===== config.mk =====
export PLATFORM = sky130hd
export DESIGN_NAME = comparator_pipe
export DESIGN_NICKNAME = d
export VERILOG_FILES = /design/src/rtl/comparator_pkg.sv /design/src/rtl/comparator_pipe_stage.sv /design/src/rtl/comparator_pipe.sv
export SDC_FILE = /design/constraint.sdc
export NUM_CORES = 1
export LEC_CHECK = 0
export ABC_AREA = 1
export BUFFER_PORTS_ARGS = -buffer_cell sky130_fd_sc_hd__buf_2
export CAP_MARGIN = 25
export CORE_MARGIN = 2
export CORE_UTILIZATION = 40
export CTS_CLUSTER_SIZE = 10
export DETAILED_ROUTE_END_ITERATION = 8
export REMOVE_ABC_BUFFERS = 1
export SLEW_MARGIN = 15
export SYNTH_ARGS = -nofsm -noshare
export SYNTH_HDL_FRONTEND = slang
export SYNTH_SLANG_ARGS = --single-unit

===== constraint.sdc =====
create_clock -name clock -period 7.2 [get_ports clock]
set_input_delay 1.08 -clock clock [delete_from_list [all_inputs] [get_ports clock]]
set_output_delay 1.08 -clock clock [all_outputs]
set_load 0.01 [all_outputs]

===== src/rtl/comparator_pkg.sv =====
// Shared types and helpers for the pipelined magnitude comparator.
// Latency: n/a (package only).
// Backpressure: n/a (package only).
//
// Contents:
//   cmp_verdict_t  - per-stage running verdict (UNDECIDED / GT / LT)
//   CMP_CNT_W      - width of the optional result statistics counters
//   merge_verdict  - combine an upstream verdict with one chunk compare
//   sat_inc        - saturating increment for the statistics counters
package comparator_pkg;

    typedef enum logic [1:0] {
        UNDECIDED = 2'b00,
        GT        = 2'b01,
        LT        = 2'b10
    } cmp_verdict_t;

    localparam int CMP_CNT_W = 16;
    localparam logic [CMP_CNT_W-1:0] CMP_CNT_MAX = '1;

    // A decided verdict is sticky: more significant chunks always win, so
    // the local chunk only matters while everything above it was equal.
    function automatic cmp_verdict_t merge_verdict(
        input cmp_verdict_t prev,
        input logic         chunk_gt,
        input logic         chunk_lt
    );
        cmp_verdict_t res;
        res = prev;
        if (prev == UNDECIDED) begin
            if (chunk_gt) begin
                res = GT;
            end else if (chunk_lt) begin
                res = LT;
            end
        end
        return res;
    endfunction

    function automatic logic [CMP_CNT_W-1:0] sat_inc(
        input logic [CMP_CNT_W-1:0] val
    );
        return (val == CMP_CNT_MAX) ? val : val + 1'b1;
    endfunction

endpackage


===== src/rtl/comparator_pipe_stage.sv =====
// One pipeline stage: compares a single operand chunk and merges it into the running verdict.
// Latency: 1 cycle (registered outputs).
// Backpressure: global enable adv; when adv=0 the stage holds everything.
//
// Ports:
//   clock, reset            - system clock, async active-high reset
//   adv                     - global advance enable (load when 1, hold when 0)
//   prev_valid/a/b/mode     - transaction from the previous stage (or the input)
//   prev_verdict            - verdict resolved by the more significant chunks
//   valid/a/b/mode/verdict  - registered transaction handed to the next stage
module comparator_pipe_stage
    import comparator_pkg::*;
#(
    parameter int W         = 32,
    parameter int CW        = 8,
    parameter int IDX       = 0,
    parameter bit TOP_CHUNK = 1'b0
) (
    input  logic         clock,
    input  logic         reset,
    input  logic         adv,
    input  logic         prev_valid,
    input  logic [W-1:0] prev_a,
    input  logic [W-1:0] prev_b,
    input  logic         prev_mode,
    input  cmp_verdict_t prev_verdict,
    output logic         valid,
    output logic [W-1:0] a,
    output logic [W-1:0] b,
    output logic         mode,
    output cmp_verdict_t verdict
);

    // Chunk IDX counts from the most significant end of the operands.
    localparam int LSB = W - (IDX + 1) * CW;
    localparam logic [CW-1:0] MSB_MASK = CW'(1) << (CW - 1);

    logic [CW-1:0] cmp_a;
    logic [CW-1:0] cmp_b;
    logic          chunk_gt;
    logic          chunk_lt;
    cmp_verdict_t  verdict_next;

    // Flipping the sign bit of the top chunk maps two's-complement order onto
    // unsigned order; lower chunks carry plain magnitude in either mode.
    always_comb begin
        cmp_a = prev_a[LSB +: CW];
        cmp_b = prev_b[LSB +: CW];
        if (TOP_CHUNK && prev_mode) begin
            cmp_a = cmp_a ^ MSB_MASK;
            cmp_b = cmp_b ^ MSB_MASK;
        end
    end

    assign chunk_gt     = (cmp_a > cmp_b);
    assign chunk_lt     = (cmp_a < cmp_b);
    assign verdict_next = merge_verdict(prev_verdict, chunk_gt, chunk_lt);

    always_ff @(posedge clock or posedge reset) begin
        if (reset) begin
            valid   <= 1'b0;
            a       <= '0;
            b       <= '0;
            mode    <= 1'b0;
            verdict <= UNDECIDED;
        end else if (adv) begin
            valid   <= prev_valid;
            a       <= prev_a;
            b       <= prev_b;
            mode    <= prev_mode;
            verdict <= verdict_next;
        end
    end

endmodule


===== src/rtl/comparator_pipe.sv =====
// Pipelined signed/unsigned magnitude comparator, one operand chunk per stage, MS chunk first.
// Latency: NSTAGES = nrOfBits/chunkBits cycles from accept to out_valid; one result per cycle.
// Backpressure: in_ready = !out_valid | out_ready; a stall freezes the whole pipe (no bubble collapse).
//
// Optional feature: define COMPARATOR_PIPE_STATS_EN to build the three
// saturating result counters; otherwise they read 0 and stats_clear is ignored.
//
// Ports:
//   clock, reset                        - system clock, async active-high reset
//   in_valid/in_ready                   - input handshake for dataA, dataB, twosComplement
//   dataA, dataB                        - operands (nrOfBits wide)
//   twosComplement                      - 1 = signed compare, 0 = unsigned compare
//   out_valid/out_ready                 - result handshake
//   aEqualsB/aGreaterThanB/aLessThanB   - one-hot result while out_valid, else 0
//   stats_clear                         - synchronous clear of the counters
//   cntEqual/cntGreater/cntLess         - per-result transfer counters
module comparator_pipe
    import comparator_pkg::*;
#(
    parameter int nrOfBits  = 32,
    parameter int chunkBits = 8
) (
    input  logic                 clock,
    input  logic                 reset,
    input  logic                 in_valid,
    output logic                 in_ready,
    input  logic [nrOfBits-1:0]  dataA,
    input  logic [nrOfBits-1:0]  dataB,
    input  logic                 twosComplement,
    output logic                 out_valid,
    input  logic                 out_ready,
    output logic                 aEqualsB,
    output logic                 aGreaterThanB,
    output logic                 aLessThanB,
    input  logic                 stats_clear,
    output logic [CMP_CNT_W-1:0] cntEqual,
    output logic [CMP_CNT_W-1:0] cntGreater,
    output logic [CMP_CNT_W-1:0] cntLess
);

    // nrOfBits must be a whole multiple of chunkBits.
    localparam int NSTAGES = nrOfBits / chunkBits;

    // Index 0 is the raw input; index k+1 is the output register of stage k.
    logic                st_valid   [0:NSTAGES];
    logic [nrOfBits-1:0] st_a       [0:NSTAGES];
    logic [nrOfBits-1:0] st_b       [0:NSTAGES];
    logic                st_mode    [0:NSTAGES];
    cmp_verdict_t        st_verdict [0:NSTAGES];

    logic adv;
    logic xfer_out;

    // Single global enable: the pipe only moves when the last stage is
    // empty or being drained, so every stage either shifts or holds together.
    assign adv      = !out_valid || out_ready;
    assign in_ready = adv;

    assign st_valid[0]   = in_valid;
    assign st_a[0]       = dataA;
    assign st_b[0]       = dataB;
    assign st_mode[0]    = twosComplement;
    assign st_verdict[0] = UNDECIDED;

    for (genvar k = 0; k < NSTAGES; k++) begin : g_stage
        comparator_pipe_stage #(
            .W         (nrOfBits),
            .CW        (chunkBits),
            .IDX       (k),
            .TOP_CHUNK (k == 0)
        ) u_stage (
            .clock        (clock),
            .reset        (reset),
            .adv          (adv),
            .prev_valid   (st_valid[k]),
            .prev_a       (st_a[k]),
            .prev_b       (st_b[k]),
            .prev_mode    (st_mode[k]),
            .prev_verdict (st_verdict[k]),
            .valid        (st_valid[k+1]),
            .a            (st_a[k+1]),
            .b            (st_b[k+1]),
            .mode         (st_mode[k+1]),
            .verdict      (st_verdict[k+1])
        );
    end

    // Operands and mode leaving the last stage have no further consumer.
    logic unused_tail;
    assign unused_tail = ^{st_a[NSTAGES], st_b[NSTAGES], st_mode[NSTAGES]};

    // Result decode straight off the last stage register, gated by valid so
    // the flags read 0 for bubbles and hold while the consumer stalls.
    assign out_valid     = st_valid[NSTAGES];
    assign aEqualsB      = out_valid && (st_verdict[NSTAGES] == UNDECIDED);
    assign aGreaterThanB = out_valid && (st_verdict[NSTAGES] == GT);
    assign aLessThanB    = out_valid && (st_verdict[NSTAGES] == LT);

    assign xfer_out = out_valid && out_ready;

`ifdef COMPARATOR_PIPE_STATS_EN
    logic [CMP_CNT_W-1:0] cnt_eq_q;
    logic [CMP_CNT_W-1:0] cnt_gt_q;
    logic [CMP_CNT_W-1:0] cnt_lt_q;

    // Clear wins over an increment landing on the same edge.
    always_ff @(posedge clock or posedge reset) begin
        if (reset) begin
            cnt_eq_q <= '0;
            cnt_gt_q <= '0;
            cnt_lt_q <= '0;
        end else if (stats_clear) begin
            cnt_eq_q <= '0;
            cnt_gt_q <= '0;
            cnt_lt_q <= '0;
        end else if (xfer_out) begin
            if (aEqualsB) begin
                cnt_eq_q <= sat_inc(cnt_eq_q);
            end
            if (aGreaterThanB) begin
                cnt_gt_q <= sat_inc(cnt_gt_q);
            end
            if (aLessThanB) begin
                cnt_lt_q <= sat_inc(cnt_lt_q);
            end
        end
    end

    assign cntEqual   = cnt_eq_q;
    assign cntGreater = cnt_gt_q;
    assign cntLess    = cnt_lt_q;
`else
    logic unused_stats;
    assign unused_stats = stats_clear ^ xfer_out;

    assign cntEqual   = '0;
    assign cntGreater = '0;
    assign cntLess    = '0;
`endif

endmodule

==> results.sh <==
export IMPL_pwr_density_cell_mw_per_mm2=353.1
export IMPL_criticalPathCategory="primary input to primary output"
export IMPL_slew_violations=0
export IMPL_cp_required_ps=6120
export IMPL_syn_cell_area_mm2=0.005310
export IMPL_grt_use_met1_pct=17.86
export IMPL_drt_iter0_markers=202
export IMPL_slew_headroom_pct=42.89
export IMPL_htree_num_levels=3
export IMPL_gp_congestion=0.7402
export IMPL_post_cts_buffers=0
export IMPL_critPathCaptureType="primary output"
export IMPL_antenna_found_initial=0
export IMPL_die_area_mm2=0.01421
export IMPL_grt_pass1_wl_mm=16.62
export IMPL_die_x_um=119.2
export IMPL_fin_crit_ps=3570
export IMPL_cts_sinks=108
export IMPL_io_pins=123
export IMPL_finalHoldViolations=0
export IMPL_cts_root_buf="clkbuf_16"
export IMPL_whs_ps=456.9
export IMPL_start_util_pct=40.58
export IMPL_cts_buffer_depth=2
export IMPL_skew_ps=4.738
export IMPL_status="finished clean"
export IMPL_ys_types=24
export IMPL_total_leakage_power_nw=3.316
export IMPL_switchingPower_mw=0.7243
export IMPL_p_clk_share_pct=22.9
export IMPL_vdd_ir_drop_max_mv=0.1215
export IMPL_grt_overflow=0
export IMPL_internal_power_mw=1.358
export IMPL_worstPathArrival_ps=2490
export IMPL_busiest_layer="met2"
export IMPL_totalWireLength_mm=9.164
export IMPL_drtPass1Iterations=4
export IMPL_routed_via_density=4.365
export IMPL_grtUsageMet3_pct=2.682
export IMPL_dp_final_hpwl_mm=6.220
export IMPL_power_mw=2.082
export IMPL_cts_hold_buf=0
export IMPL_vias=3846
export IMPL_fmax_mhz=280.1
export IMPL_path_clk_slew_ps=60
export IMPL_fp_coreArea_mm2=0.01309
export IMPL_worstSetupStartpointType="primary input"
export IMPL_swShare_pct=34.79
export IMPL_syn_area_per_cell_um2=8.336
export IMPL_num_fill_cells=1350
export IMPL_wl_per_cell_um=10.40
export IMPL_drtAntennaViolNets=0
export IMPL_cts_resized=0
export IMPL_grtUsageTotal_pct=14.14
export IMPL_worstMarginPinSlew_ps=856.6
export IMPL_final_cells=881
export IMPL_area_growth_pct=11.05
export IMPL_ys_seq_area_share_pct=50.90
export IMPL_cap_violations=0
export IMPL_grt_max_degree=98
export IMPL_netlist_instances=637
export IMPL_p_seq_share_pct=45.2
export IMPL_p_comb_share_pct=31.9
export IMPL_finalSetupTns_ps=0
export IMPL_cts_inserted_buffers=9
export IMPL_port_buffers=73
export IMPL_num_rows=42
export IMPL_yosys_register_bits=108
export IMPL_worstHoldPathType="flip-flop to flip-flop"
export IMPL_diodes=0
export IMPL_finalSetupViolCount=0
export IMPL_drc=0
export IMPL_die_h_um=119.2
export IMPL_clk_insertion_delay_late_ps=340
export IMPL_first_global_vias=3890
export IMPL_yosysWarnings=0
export IMPL_fin_nets=802
export IMPL_critPathMaxFanout=50
export IMPL_timing_final_crit_share_pct=49.59
export IMPL_grt_use_met2_pct=23.71
export IMPL_cts_tree="built"
export IMPL_dp_cells=866
export IMPL_rsz0062_at_grt="false"
export IMPL_final_layout_size_suffix_gt1_share_pct=13.19
==> synth_stat cells, drive strengths merged <==
| master | n | area share [%] |
|---|---|---|
| a21boi | 1 | 0.14 |
| nor3b | 1 | 0.14 |
| inv | 64 | 4.5 |
| o21bai | 2 | 0.28 |
| o21ai | 51 | 4.8 |
| nand3 | 1 | 0.094 |
| nand2 | 258 | 18 |
| ha | 31 | 7.3 |
| nand3b | 1 | 0.14 |
| conb | 1 | 0.071 |
| nor2 | 29 | 2.2 |
| dfrtp | 108 | 51 |
| nand4 | 3 | 0.35 |
| a21oi | 12 | 1.1 |
| clkbuf | 3 | 0.21 |
| a21o | 1 | 0.14 |
| o211ai | 1 | 0.14 |
| nor3 | 1 | 0.094 |
| buf | 68 | 9.1 |
==> cell families after synthesis <==
family	count (synthesis)	synth area share [%]
AOI/OAI and AO/OA	68	6.645
adders and majority gates	31	7.304
buffers and inverters	135	13.83
DFF	108	50.90
other	1	0.07062
and+or+nand+nor	294	21.25
==> metrics by stage <==
stage	utilization (%)	area (µm²)	worst slack (ps)
floorplan	-	4992	3206
global placement	42.89	5612	3619
detailed placement	42.89	5612	3599
CTS	45.07	5897	3603
global route	45.07	5897	3482
finish	45.07	5897	3630
==> per-layer routing <==
| metal | share of wire, % | wire, µm | vias to the layer above |
|---|---|---|---|
| met5 | 0 | 0 | - |
| met4 | 1.9 | 173 | 0 |
| met3 | 4.4 | 404 | 12 |
| met2 | 47 | 4289 | 80 |
| met1 | 47 | 4297 | 1768 |
| li1 | - | - | 1986 |
==> power groups by stage <==
stage	clock network, mW	logic [mW]	registers (mW)
6_report	0.477	0.664	0.942
3_5_place_dp	0	0.677	0.953
4_1_cts	0.497	0.683	0.944
3_3_place_gp	0	0.654	0.949
5_1_grt	0.519	0.813	0.974
2_1_floorplan	0	0.512	0.926
==> final cells by class <==
cell class,count,area (µm²),area share (%)
Sequential cell,108,2703,45.83
Multi-Input combinational cell,441,2049,34.75
Inverter,64,244.0,4.137
Tap cell,176,220.2,3.734
Timing Repair Buffer,77,395.4,6.705
Clock inverter,2,35.03,0.5941
Clock buffer,13,250.2,4.244
==> sequential cells by signal, indices dropped and copies added (netlist names) <==
name	count
g_stage.u_stage.a	48
g_stage.u_stage.b	48
g_stage.u_stage.verdict	8
g_stage.u_stage.valid	4
==> worst paths after layout <==
| check | startpoint | to | depth (start not counted) | slack, ps |
|---|---|---|---|---|
| worst max-delay path | out_ready | in_ready | 5 | 3630 |
| worst min-delay path | g_stage[2].u_stage.valid | g_stage[3].u_stage.valid | 2 | 460 |
| worst max register to register | g_stage[3].u_stage.valid | g_stage[2].u_stage.verdict[0] | 7 | 4770 |
| worst min register to register | g_stage[2].u_stage.valid | g_stage[3].u_stage.valid | 2 | 460 |
| max in group asynchronous | reset | g_stage[0].u_stage.b[9] | 3 | 5200 |
| min in group asynchronous | reset | g_stage[0].u_stage.a[1] | 2 | 780 |
==> critical path, cell delays in order <==
cell and delay [ps]:
buf_2 120, nor2_4 80, buf_4 420, clkinv_2 460, buf_2 280
==> cell usage in the layout, fill, tap and decap left out, drive strengths merged <==
master / n
inv: 63
a21oi: 12
nand3: 1
nor3b: 1
o21ai: 51
bufinv: 1
clkinv: 2
o21bai: 2
nand2: 258
conb: 48
buf: 77
nor2: 29
a21boi: 1
nand3b: 1
dfrtp: 108
o211ai: 1
nor3: 1
clkbuf: 13
nand4: 3
ha: 31
a21o: 1
No activity file was read; power rests on OpenSTA's default activity.
